$ cat config.mk
export PLATFORM = sky130hd
export DESIGN_NAME = fence_ctrl_flat
export DESIGN_NICKNAME = d
export VERILOG_FILES = /design/src/rtl/fence_ctrl_if.sv /design/src/rtl/fence_ctrl.sv /design/src/flat_wrapper.sv
export SDC_FILE = /design/constraint.sdc
export NUM_CORES = 1
export LEC_CHECK = 0
export ABC_AREA = 1
export CAP_MARGIN = 15
export CORE_ASPECT_RATIO = 1.5
export CORE_MARGIN = 2
export CORE_UTILIZATION = 53
export DETAILED_ROUTE_END_ITERATION = 10
export MAX_ROUTING_LAYER = met4
export PLACE_DENSITY = 0.86
export SLEW_MARGIN = 20
export SYNTH_ARGS = -nofsm -noshare
export SYNTH_HDL_FRONTEND = slang
export SYNTH_SLANG_ARGS = --single-unit
$ cat constraint.sdc
create_clock -name clk_i -period 2.6 [get_ports clk_i]
set_clock_uncertainty 0.2 [all_clocks]
set_input_delay 0.52 -clock clk_i [delete_from_list [all_inputs] [get_ports clk_i]]
set_output_delay 0.52 -clock clk_i [all_outputs]
set_load 0.005 [all_outputs]
$ cat src/rtl/fence_ctrl_if.sv
// Commit-side and memory-side signals of the fence sequencer.
// fence_ctrl connects through the slave modport; the surrounding pipeline drives the master side.
interface fence_ctrl_if;
  logic        fence_req_i;
  logic        fence_i_req_i;
  logic        sfence_req_i;
  logic [1:0]  fence_op_i;
  logic        kill_i;
  logic        no_st_pending_i;
  logic        dcache_flush_o;
  logic        dcache_flush_ack_i;
  logic        l2_fence_valid_o;
  logic [1:0]  l2_fence_op_o;
  logic        l2_fence_ack_i;
  logic        icache_flush_o;
  logic        tlb_flush_o;
  logic        done_o;
  logic        busy_o;
  logic [31:0] busy_cycles_o;

  modport master (
    output fence_req_i, fence_i_req_i, sfence_req_i, fence_op_i, kill_i, no_st_pending_i,
           dcache_flush_ack_i, l2_fence_ack_i,
    input  dcache_flush_o, l2_fence_valid_o, l2_fence_op_o, icache_flush_o, tlb_flush_o,
           done_o, busy_o, busy_cycles_o
  );

  modport slave (
    input  fence_req_i, fence_i_req_i, sfence_req_i, fence_op_i, kill_i, no_st_pending_i,
           dcache_flush_ack_i, l2_fence_ack_i,
    output dcache_flush_o, l2_fence_valid_o, l2_fence_op_o, icache_flush_o, tlb_flush_o,
           done_o, busy_o, busy_cycles_o
  );
endinterface

$ cat src/rtl/fence_ctrl.sv
// Sequencer for FENCE / FENCE.I / SFENCE.VMA at commit: drain stores, run the D$ flush or
// L2 fence handshake, then pulse done_o (and the I$/TLB flush) as the commit acknowledge.
module fence_ctrl #(
  parameter bit L2_FENCE_EN = 1'b1
) (
  input logic        clk_i,
  input logic        rst_ni,
  fence_ctrl_if.slave bus
);

  typedef enum logic [2:0] {IDLE, DRAIN, DC_FLUSH, L2_FENCE, DONE} state_t;
  typedef enum logic [1:0] {KIND_FENCE, KIND_FENCE_I, KIND_SFENCE} kind_t;

  state_t      state;
  kind_t       kind;
  logic [1:0]  op_q;
  logic        killed;
  logic        dc_flush;
  logic        l2_valid;
  logic        ic_flush;
  logic        tlb_flush;
  logic        done;
  logic        busy;
  logic [31:0] busy_cnt;

  logic any_req;
  logic l2_needed;
  logic quiet;

  assign any_req   = bus.fence_req_i | bus.fence_i_req_i | bus.sfence_req_i;
  assign l2_needed = L2_FENCE_EN && (kind == KIND_FENCE) && (op_q != 2'b00);
  // A kill seen in the final handshake cycle must also silence the completion.
  assign quiet     = killed | bus.kill_i;

  always_ff @(posedge clk_i or negedge rst_ni) begin
    if (!rst_ni) begin
      state     <= IDLE;
      kind      <= KIND_FENCE;
      op_q      <= 2'b00;
      killed    <= 1'b0;
      dc_flush  <= 1'b0;
      l2_valid  <= 1'b0;
      ic_flush  <= 1'b0;
      tlb_flush <= 1'b0;
      done      <= 1'b0;
      busy      <= 1'b0;
      busy_cnt  <= 32'd0;
    end else begin
      ic_flush  <= 1'b0;
      tlb_flush <= 1'b0;
      done      <= 1'b0;
      case (state)
        IDLE: begin
          killed <= 1'b0;
          if (any_req) begin
            if (bus.fence_i_req_i)     kind <= KIND_FENCE_I;
            else if (bus.sfence_req_i) kind <= KIND_SFENCE;
            else                       kind <= KIND_FENCE;
            op_q  <= bus.fence_op_i;
            state <= DRAIN;
            busy  <= 1'b1;
          end
        end
        DRAIN: begin
          if (bus.kill_i) begin
            state <= IDLE;
            busy  <= 1'b0;
          end else if (bus.no_st_pending_i) begin
            if (kind == KIND_FENCE_I) begin
              state    <= DC_FLUSH;
              dc_flush <= 1'b1;
            end else if (l2_needed) begin
              state    <= L2_FENCE;
              l2_valid <= 1'b1;
            end else begin
              state     <= DONE;
              done      <= 1'b1;
              tlb_flush <= (kind == KIND_SFENCE);
            end
          end
        end
        DC_FLUSH: begin
          if (bus.kill_i) killed <= 1'b1;
          if (bus.dcache_flush_ack_i) begin
            state     <= DONE;
            dc_flush  <= 1'b0;
            done      <= !quiet;
            ic_flush  <= !quiet && (kind == KIND_FENCE_I);
            tlb_flush <= !quiet && (kind == KIND_SFENCE);
          end
        end
        L2_FENCE: begin
          if (bus.kill_i) killed <= 1'b1;
          if (bus.l2_fence_ack_i) begin
            state    <= DONE;
            l2_valid <= 1'b0;
            done     <= !quiet;
          end
        end
        DONE: begin
          state <= IDLE;
          busy  <= 1'b0;
        end
        default: begin
          state    <= IDLE;
          busy     <= 1'b0;
          dc_flush <= 1'b0;
          l2_valid <= 1'b0;
        end
      endcase
      if (busy && (busy_cnt != 32'hFFFF_FFFF)) busy_cnt <= busy_cnt + 32'd1;
    end
  end

  assign bus.dcache_flush_o   = dc_flush;
  assign bus.l2_fence_valid_o = l2_valid;
  assign bus.l2_fence_op_o    = op_q;
  assign bus.icache_flush_o   = ic_flush;
  assign bus.tlb_flush_o      = tlb_flush;
  assign bus.done_o           = done;
  assign bus.busy_o           = busy;
  assign bus.busy_cycles_o    = busy_cnt;

endmodule

$ cat src/flat_wrapper.sv
// flat-port wrapper written by rule: the top's interface ports become plain ports
module fence_ctrl_flat 
#(
  parameter bit L2_FENCE_EN = 1'b1
)
  (clk_i, rst_ni, bus_fence_req_i, bus_fence_i_req_i, bus_sfence_req_i, bus_fence_op_i, bus_kill_i, bus_no_st_pending_i, bus_dcache_flush_ack_i, bus_l2_fence_ack_i, bus_dcache_flush_o, bus_l2_fence_valid_o, bus_l2_fence_op_o, bus_icache_flush_o, bus_tlb_flush_o, bus_done_o, bus_busy_o, bus_busy_cycles_o);
  fence_ctrl_if bus_i ();
  input logic clk_i;
  input logic rst_ni;
  input wire logic [$bits(bus_i.fence_req_i)-1:0] bus_fence_req_i;
  input wire logic [$bits(bus_i.fence_i_req_i)-1:0] bus_fence_i_req_i;
  input wire logic [$bits(bus_i.sfence_req_i)-1:0] bus_sfence_req_i;
  input wire logic [$bits(bus_i.fence_op_i)-1:0] bus_fence_op_i;
  input wire logic [$bits(bus_i.kill_i)-1:0] bus_kill_i;
  input wire logic [$bits(bus_i.no_st_pending_i)-1:0] bus_no_st_pending_i;
  input wire logic [$bits(bus_i.dcache_flush_ack_i)-1:0] bus_dcache_flush_ack_i;
  input wire logic [$bits(bus_i.l2_fence_ack_i)-1:0] bus_l2_fence_ack_i;
  output wire logic [$bits(bus_i.dcache_flush_o)-1:0] bus_dcache_flush_o;
  output wire logic [$bits(bus_i.l2_fence_valid_o)-1:0] bus_l2_fence_valid_o;
  output wire logic [$bits(bus_i.l2_fence_op_o)-1:0] bus_l2_fence_op_o;
  output wire logic [$bits(bus_i.icache_flush_o)-1:0] bus_icache_flush_o;
  output wire logic [$bits(bus_i.tlb_flush_o)-1:0] bus_tlb_flush_o;
  output wire logic [$bits(bus_i.done_o)-1:0] bus_done_o;
  output wire logic [$bits(bus_i.busy_o)-1:0] bus_busy_o;
  output wire logic [$bits(bus_i.busy_cycles_o)-1:0] bus_busy_cycles_o;
  assign bus_i.fence_req_i = bus_fence_req_i;
  assign bus_i.fence_i_req_i = bus_fence_i_req_i;
  assign bus_i.sfence_req_i = bus_sfence_req_i;
  assign bus_i.fence_op_i = bus_fence_op_i;
  assign bus_i.kill_i = bus_kill_i;
  assign bus_i.no_st_pending_i = bus_no_st_pending_i;
  assign bus_i.dcache_flush_ack_i = bus_dcache_flush_ack_i;
  assign bus_i.l2_fence_ack_i = bus_l2_fence_ack_i;
  assign bus_dcache_flush_o = bus_i.dcache_flush_o;
  assign bus_l2_fence_valid_o = bus_i.l2_fence_valid_o;
  assign bus_l2_fence_op_o = bus_i.l2_fence_op_o;
  assign bus_icache_flush_o = bus_i.icache_flush_o;
  assign bus_tlb_flush_o = bus_i.tlb_flush_o;
  assign bus_done_o = bus_i.done_o;
  assign bus_busy_o = bus_i.busy_o;
  assign bus_busy_cycles_o = bus_i.busy_cycles_o;
  fence_ctrl #(.L2_FENCE_EN(L2_FENCE_EN)) u_core (.clk_i(clk_i), .rst_ni(rst_ni), .bus(bus_i));
endmodule
Yosys cells after proc, flatten, opt, wreduce, memory -nomap -nowiden. Index checks and enable logic that the tools add are counted. W data, S select, Z words.

Output and inout bits: 40. Flip-flop bits (word level): 46. Bits of input ports: 11.

Reductions and logical operators: 18. $add $sub $neg: 1. Eq/ne operators: 18. Bitwise gates (word level): 6. Multiplexer cells: 41.

Operator list (number): $add A32 B1 Y32 const B (1); $ne A32 B32 Y1 const B (1); $mux W1 (25); $mux W3 (7); $ne A2 B2 Y1 const B (6); $pmux W1 S3 (4); $pmux W3 S4 (1); $ne A2 B1 Y1 const B (4); $eq A3 B2 Y1 const B (2); $reduce_and A6 Y1 (1); $reduce_or A3 Y1 (2); $reduce_and A5 Y1 (1); $logic_and A1 B1 Y1 (4); $mux W2 (2); $pmux W1 S2 (2); $reduce_and A2 Y1 (2); $reduce_and A4 Y1 (1); $reduce_bool A2 Y1 (2); $eq A3 B1 Y1 const B (1); $eq A3 B3 Y1 const B (1); $logic_not A3 Y1 (1); $ne A3 B3 Y1 const B (1); $not A1 Y1 (3); $or A1 B1 Y1 (3); 6 further kinds (6).

Depth between registers and ports, before layout. Gate-level depths: netlist (run 1).

Depth in word-level cells: 7. Gate-level depth with buffers: 11. Depth with buffers taken out: 10.

Least setup slack after synthesis (run 1). No wires, ideal clock.

Kind: register to register. Start point: reg u_core.busy_cnt[0] (netlist: u_core.bus.busy_cycles_o[0]). End point: reg u_core.busy_cnt[16] (netlist: u_core.bus.busy_cycles_o[16]). Library setup time: 0.117 ns. Data arrival time: 1.506 ns. Stages on the path, launching flop included: 11. Path buffers: 2. Data required time: 2.283 ns. Path slack: 0.778 ns. Cells stage by stage: dfrtp_1 > ha_1 > inv_2 > nor2_4 > nand2_2 > nor2_2 > nand2_2 > buf_6 > buf_6 > a21oi_2 > nor2_1.

Word-level cells in the longest chain between the ends: 2. Elaborated cells on any way between the ends: 3.

Ends and longest elaborated chain: from (decl) (RTL line fence_ctrl.sv:24) `logic [31:0] busy_cnt;`; from (signal assigned) (RTL line fence_ctrl.sv:111) `if (busy && (busy_cnt != 32'hFFFF_FFFF)) busy_cnt <= busy_cnt + 32'd1;`; branches (longest 2 deep; another with $add A32 B1 Y32).

Parallel ways; which one is timed is not known. A chain may end at the register's enable or synchronous reset.

Worst setup path after layout (run 1).
Start point: reg u_core.busy_cnt[0] (netlist: u_core.bus.busy_cycles_o[0]). End point: reg u_core.busy_cnt[0] (netlist: u_core.bus.busy_cycles_o[0]).

The elaborated chain is that of the path after synthesis.

==> results_dict.tcl, run 1 <==
set metrics [dict create \
    synth_area_um2 2880 \
    path_clk_slew_ns 0.09 \
    wl_per_cell_um 13.0 \
    p_int_mw 1.37 \
    outcome "finished clean" \
    fin_tns_setup_ns 0 \
    grt_use_total_pct 27.2 \
    wl_um 7280 \
    crit_fanout 20 \
    grt_setup_unrepaired "no" \
    grt_util_met3_pct 4.44 \
    start_kind "flip-flop" \
    worstMarginPinSlew_ns 0.893 \
    cts_made_buffers 5 \
    p_seq_share_pct 43.9 \
    io_buffer_count 50 \
    ys_ff_latch 46 \
    min_period_ns 2.20 \
    slew_viol_final 0 \
    cts_max_level 2 \
    power_switching_mw 0.862 \
    overflow 0 \
    yosysUniqueCellTypes 25 \
    cp-end-kind "flip-flop" \
    nNetsFinal 501 \
    syn_nets 447 \
    synth_area_leaders "dfrtp_1 (40%), nand2_1 (23%), nor2_1 (8.9%)" \
    dr.first_iter.drc_count 231 \
    grt_pass1_wl_um 12400 \
    ys_warn_count 0 \
    met2_usage_pct 47.4 \
    stdcell_area_um2 3510 \
    routabilityCongestion 0.963 \
    clk_latency_ns 0.30 \
    hold_buffers 0 \
    gr-usage-met1_pct 29.9 \
    clockPowerShare_pct 20.5 \
    cp.required_ns 2.59 \
    grt_pass1_vias 2750 \
    die_x_um 64.2 \
    via_per_inst 5.20 \
    drc 0 \
    rows 32 \
    cts.sinks 46 \
    synth_cells 435 \
    dpl_cell_area_um2 3420 \
    ys_seq_area_share_pct 40.0 \
    cts_tree "yes" \
    diodes 0 \
    switching_share_pct 38.6 \
    die_area_um2 6050 \
    hold_path.class "input port to asynchronous set/reset pin" \
    ctsResizeCount 0 \
    relSlewSlack_pct 40.5 \
    leakage_nw 1.57 \
    synth_top_area_cell "dfrtp_1" \
    worstSetupPathType "flip-flop to flip-flop" \
    hold_viol_final 0 \
    rr_worst_depth 10 \
    synthToLayoutAreaGrowth_pct 21.9 \
    reg2reg_to "u_core.bus.busy_cycles_o[0]" \
    antenna_found_initial 0 \
    final_layout_size_suffix_gt1_share_pct 5.92 \
    cp_data_arrival_time_ns 2.19 \
    antenna_left 0 \
    start_util_pct 55.3 \
    clockBufferDepth 2 \
    seqCellArea_um2 1150 \
    hpwl_um 5640 \
    fp.dieH_um 94.3 \
    fmax_mhz 455 \
    critPathCapture "u_core.bus.busy_cycles_o[0]" \
    pwr-share-comb_pct 35.5 \
    via_count 2903 \
    clock-root-buffer "clkbuf_8" \
    io_pins 51 \
    power_density_nw_per_um2 636 \
    reg2reg_from "u_core.bus.busy_cycles_o[0]" \
    core_um2 5200 \
    grt_max_degree 41 \
    top_usage_layer "met2" \
    r2r_slack_ns 0.40 \
    n_fill_cell 477 \
    ir_drop_mv 0.516 \
    syn_area_per_cell_um2 6.62 \
    postCtsSetupBuffers 0 \
    setup.worst_path.start "u_core.bus.busy_cycles_o[0]" \
    fin_crit_sh_pct 84.6 \
    hold-worst-slack_ns 0.135 \
    setup_viol 0 \
    maxCapViolations 0 \
    dr.pass1.iters 4 \
    multiInputGateArea_um2 1480 \
    synth.top_cell.area_share_pct 40.0 \
]
-- worst min path at each step --
stage / cells after the start / start / to
3_3_place_gp: 2 / u_core.bus.dcache_flush_o / u_core.bus.dcache_flush_o
2_1_floorplan: 0 / rst_ni / u_core.bus.busy_cycles_o[0]
3_5_place_dp: 2 / u_core.killed / u_core.killed
6_report: 1 / rst_ni / u_core.bus.busy_cycles_o[9]
5_1_grt: 1 / rst_ni / u_core.bus.busy_cycles_o[12]
4_1_cts: 1 / rst_ni / u_core.bus.busy_cycles_o[9]
-- cells in the mapped netlist (all sizes together) --
| master | n |
|---|---|
| xnor2 | 6 |
| nor2 | 74 |
| inv | 48 |
| dfrtp | 46 |
| o211ai | 1 |
| nand2 | 185 |
| a21oi | 5 |
| o21a | 1 |
| nand4 | 8 |
| ha | 1 |
| or2 | 2 |
| o21ai | 12 |
| nand3b | 5 |
| buf | 6 |
| nand3 | 31 |
| xor2 | 4 |
-- power by group through the flow --
stage | registers, mW | logic (mW) | clock network, mW
6_report | 0.980 | 0.793 | 0.458
2_1_floorplan | 0.962 | 0.524 | 0
5_1_grt | 1.00 | 0.898 | 0.495
3_3_place_gp | 0.987 | 0.773 | 0
4_1_cts | 0.979 | 0.800 | 0.468
3_5_place_dp | 0.994 | 0.794 | 0
-- per-layer routing --
| layer | share of wire, % | wire length, µm | vias to the layer above |
|---|---|---|---|
| li1 | - | - | 1446 |
| met1 | 41 | 2970 | 1356 |
| met2 | 51 | 3680 | 80 |
| met3 | 4.2 | 304 | 21 |
| met4 | 4.4 | 323 | 0 |
| met5 | 0 | 0 | - |
-- worst max-delay path, stage by stage (launching register included) --
cell and delay [ns]:
dfrtp_1 0.46, ha_1 0.29, inv_2 0.08, nor2_4 0.16, nand2_2 0.07, nor2_2 0.11, nand2_2 0.07, nand2_2 0.28
inv_2 0.21, nand2_1 0.11, nand2_1 0.06
-- state kept, by name, summed over array words and instances, names as in the netlist --
signal and count:
u_core.bus.busy_cycles_o 32, u_core.state 3, u_core.bus.l2_fence_op_o 2, u_core.kind 2
u_core.bus.busy_o 1, u_core.bus.dcache_flush_o 1, u_core.bus.done_o 1, u_core.bus.icache_flush_o 1
u_core.bus.l2_fence_valid_o 1, u_core.bus.tlb_flush_o 1, u_core.killed 1
-- through the flow --
step / power (mW) / worst slack, ns / std cells / util (%)
4_1_cts: 2.25 / 0.398 / 558 / 67.4
5_1_grt: 2.39 / 0.185 / 558 / 67.4
3_3_place_gp: 1.76 / 0.539 / 550 / 65.6
6_report: 2.23 / 0.401 / 558 / 67.4
2_1_floorplan: 1.49 / 0.778 / 435 / -
3_5_place_dp: 1.79 / 0.411 / 550 / 65.6
-- layout by cell type, fill, tap and decap left out, types with 6 or more instances in the layout --
cell | Yosys | layout
clkdlybuf4s50_1 | 0 | 49
dfrtp_1 | 46 | 46
clkbuf_8 | 0 | 6
nand4_1 | 8 | 8
nor2_1 | 68 | 68
inv_1 | 45 | 45
nand3_1 | 30 | 30
xnor2_1 | 6 | 6
nand2_1 | 180 | 180
o21ai_0 | 12 | 12
-- layout make-up --
class,instances,share of cell area [%]
well taps,68,2.43
clock inverters,1,0.143
flip-flops and latches,46,32.8
clock buffers,7,2.46
repair buffers,53,14.8
multi-input cells,335,42.3
inverters,48,5.14
-- cells by family after synthesis --
group,synth area share [%]
flops,40.0
buf+inv,8.52
compound gates,3.74
simple gates,44.3
fa+ha+maj,0.435
xor+xnor,3.04
Power figures use the tool's default switching activity.
==> inputs of run 2 (changes only) <==
==> constraint.sdc (replaced) <==
create_clock -name clk_i -period 2.1 [get_ports clk_i]
set_clock_uncertainty 0.2 [all_clocks]
set_input_delay 0.42 -clock clk_i [delete_from_list [all_inputs] [get_ports clk_i]]
set_output_delay 0.42 -clock clk_i [all_outputs]
set_load 0.005 [all_outputs]
==> results_dict.tcl, run 2 (same netlist as run 1, synthesis figures left out) <==
set metrics [dict create \
    crit_chain "clkdlybuf4s50_1" \
    via_count 2879 \
    ir_drop_mv 0.623 \
    grt_pass1_wl_um 11700 \
    final_common_cell "nand2_1" \
    path_clk_slew_ns 0.09 \
    multiInputGateArea_um2 1480 \
    cts_max_level 2 \
    final_cells 560 \
    fin_crit_sh_pct 94.8 \
    p_seq_share_pct 41.6 \
    setup_viol 0 \
    diodes 0 \
    worstMarginPinSlew_ns 0.453 \
    hpwl_um 5430 \
    clockPowerShare_pct 23.5 \
    power_switching_mw 1.05 \
    worstSetupPathType "flip-flop to output port" \
    io_buffer_count 50 \
    outcome "finished clean" \
    seqCellArea_um2 1150 \
    fin_tns_setup_ns 0 \
    cp_data_arrival_time_ns 1.37 \
    final_layout_size_suffix_gt1_share_pct 6.30 \
    crit_fanout 7 \
    cts_tree "yes" \
    slew_viol_final 0 \
    antenna_found_initial 0 \
    io_pins 51 \
    maxCapViolations 0 \
    dr.first_iter.drc_count 157 \
    start_util_pct 55.3 \
    grt_max_degree 47 \
    wl_per_cell_um 12.6 \
    final_util_pct 68.5 \
    largest_register_ffs 32 \
    power_density_nw_per_um2 809 \
    n_fill_cell 465 \
    cp-end-kind "output port" \
    routabilityCongestion 0.963 \
    switching_share_pct 36.5 \
    clock-root-buffer "clkbuf_8" \
    hold_viol_final 0 \
    clk_latency_ns 0.30 \
    synthToLayoutAreaGrowth_pct 23.9 \
    mostFrequentLayoutCells "nand2_1 (180), nor2_1 (68), clkdlybuf4s50_1 (49)" \
    antenna_left 0 \
    hold-worst-slack_ns 0.301 \
    core_um2 5200 \
    cts_made_buffers 5 \
    min_period_ns 1.99 \
    relSlewSlack_pct 69.5 \
    place_ws_ns 0.191 \
    pwr-share-comb_pct 34.9 \
    grt_setup_unrepaired "no" \
    wl_um 7040 \
    die_x_um 64.2 \
    hold_path.class "flip-flop to flip-flop" \
    reg2reg_from "u_core.bus.busy_cycles_o[0]" \
    grt_pass1_vias 2714 \
    via_per_inst 5.14 \
    cts.sinks 46 \
    dr.pass1.iters 4 \
    min-delay-start "u_core.bus.dcache_flush_o" \
    start_kind "flip-flop" \
    cp.required_ns 1.48 \
    leakage_nw 1.60 \
    fmax_mhz 503 \
    fp.dieH_um 94.3 \
    grt_use_total_pct 25.3 \
    cpLargestDelayFamily "buffers and inverters" \
    overflow 0 \
    critPathBufInv 1 \
    slowest_stage "clkdlybuf4s50_1" \
    post-place-cells 552 \
    p_int_mw 1.83 \
    clockBufferDepth 2 \
    nNetsFinal 504 \
    worst_slack_ns 0.110 \
    setup.worst_path.start "u_core.bus.busy_o" \
    die_area_um2 6050 \
    drc 0 \
    max_stage_delay_ns 0.57 \
    rows 32 \
]
==> run 2: power by group through the flow <==
stage	clock (mW)	sequential (mW)	combinational, mW
CTS	0.690	1.20	1.02
global route	0.721	1.22	1.15
detailed placement	0	1.22	1.01
global placement	0	1.22	0.989
floorplan	0	1.19	0.649
finish	0.677	1.20	1.01
==> run 2: final timing paths <==
kind / to / cells after the start / slack (ns)
max: bus_busy_o / 1 / 0.11
min: u_core.bus.dcache_flush_o / 2 / 0.30
max reg2reg: u_core.bus.busy_cycles_o[5] / 10 / 0.18
min reg2reg: u_core.bus.dcache_flush_o / 2 / 0.30
max in group asynchronous: u_core.bus.done_o / 3 / 1.04
min in group asynchronous: u_core.bus.busy_cycles_o[10] / 3 / 0.42
==> run 2: through the flow <==
stage / total power, mW / area (µm²)
after floorplan: 1.84 / 2880
after global placement: 2.20 / 3440
after detailed placement: 2.22 / 3440
after CTS: 2.91 / 3570
after global routing: 3.09 / 3570
final: 2.89 / 3570
==> run 2: cell type report <==
class,count,area share (%)
timing repair buffer,56,15.6
multi-input combinational,335,41.6
clock buffer,6,2.31
tap,68,2.39
clock inverter,1,0.842
inverter,48,5.05
sequential,46,32.3
==> run 2: what timing repair did <==
| item | CTS | global route |
|---|---|---|
| setup buffers | 0 | 0 |
| hold endpoints to repair | 46 | 0 |
| hold buffers | 1 | 0 |
| gates resized for setup | 0 | 0 |
==> run 2: layer usage <==
layer / vias up / GRT usage [%] / wire length (µm)
met4: 0 / 11.5 / 259
li1: 1453 / - / -
met1: 1320 / 28.5 / 2790
met2: 88 / 43.9 / 3620
met3: 18 / 3.96 / 361
met5: - / - / 0
==> run 2: worst min-delay path: cells and delay by family (launching register included) <==
kind,cells,cell delay [ns]
AND/OR/NAND/NOR,1,0.05
AO/OA/AOI/OAI,1,0.06
flip-flops,1,0.36
==> inputs of run 3 (changes only) <==
--- a/config.mk
+++ b/config.mk
@@ -6,7 +6,6 @@
 export NUM_CORES = 1
 export LEC_CHECK = 0
 export ABC_AREA = 1
-export CAP_MARGIN = 15
 export CORE_ASPECT_RATIO = 1.5
 export CORE_MARGIN = 2
 export CORE_UTILIZATION = 53
==> results of run 3 <==
Final layout, timing and power as in run 2 (identical DEF).
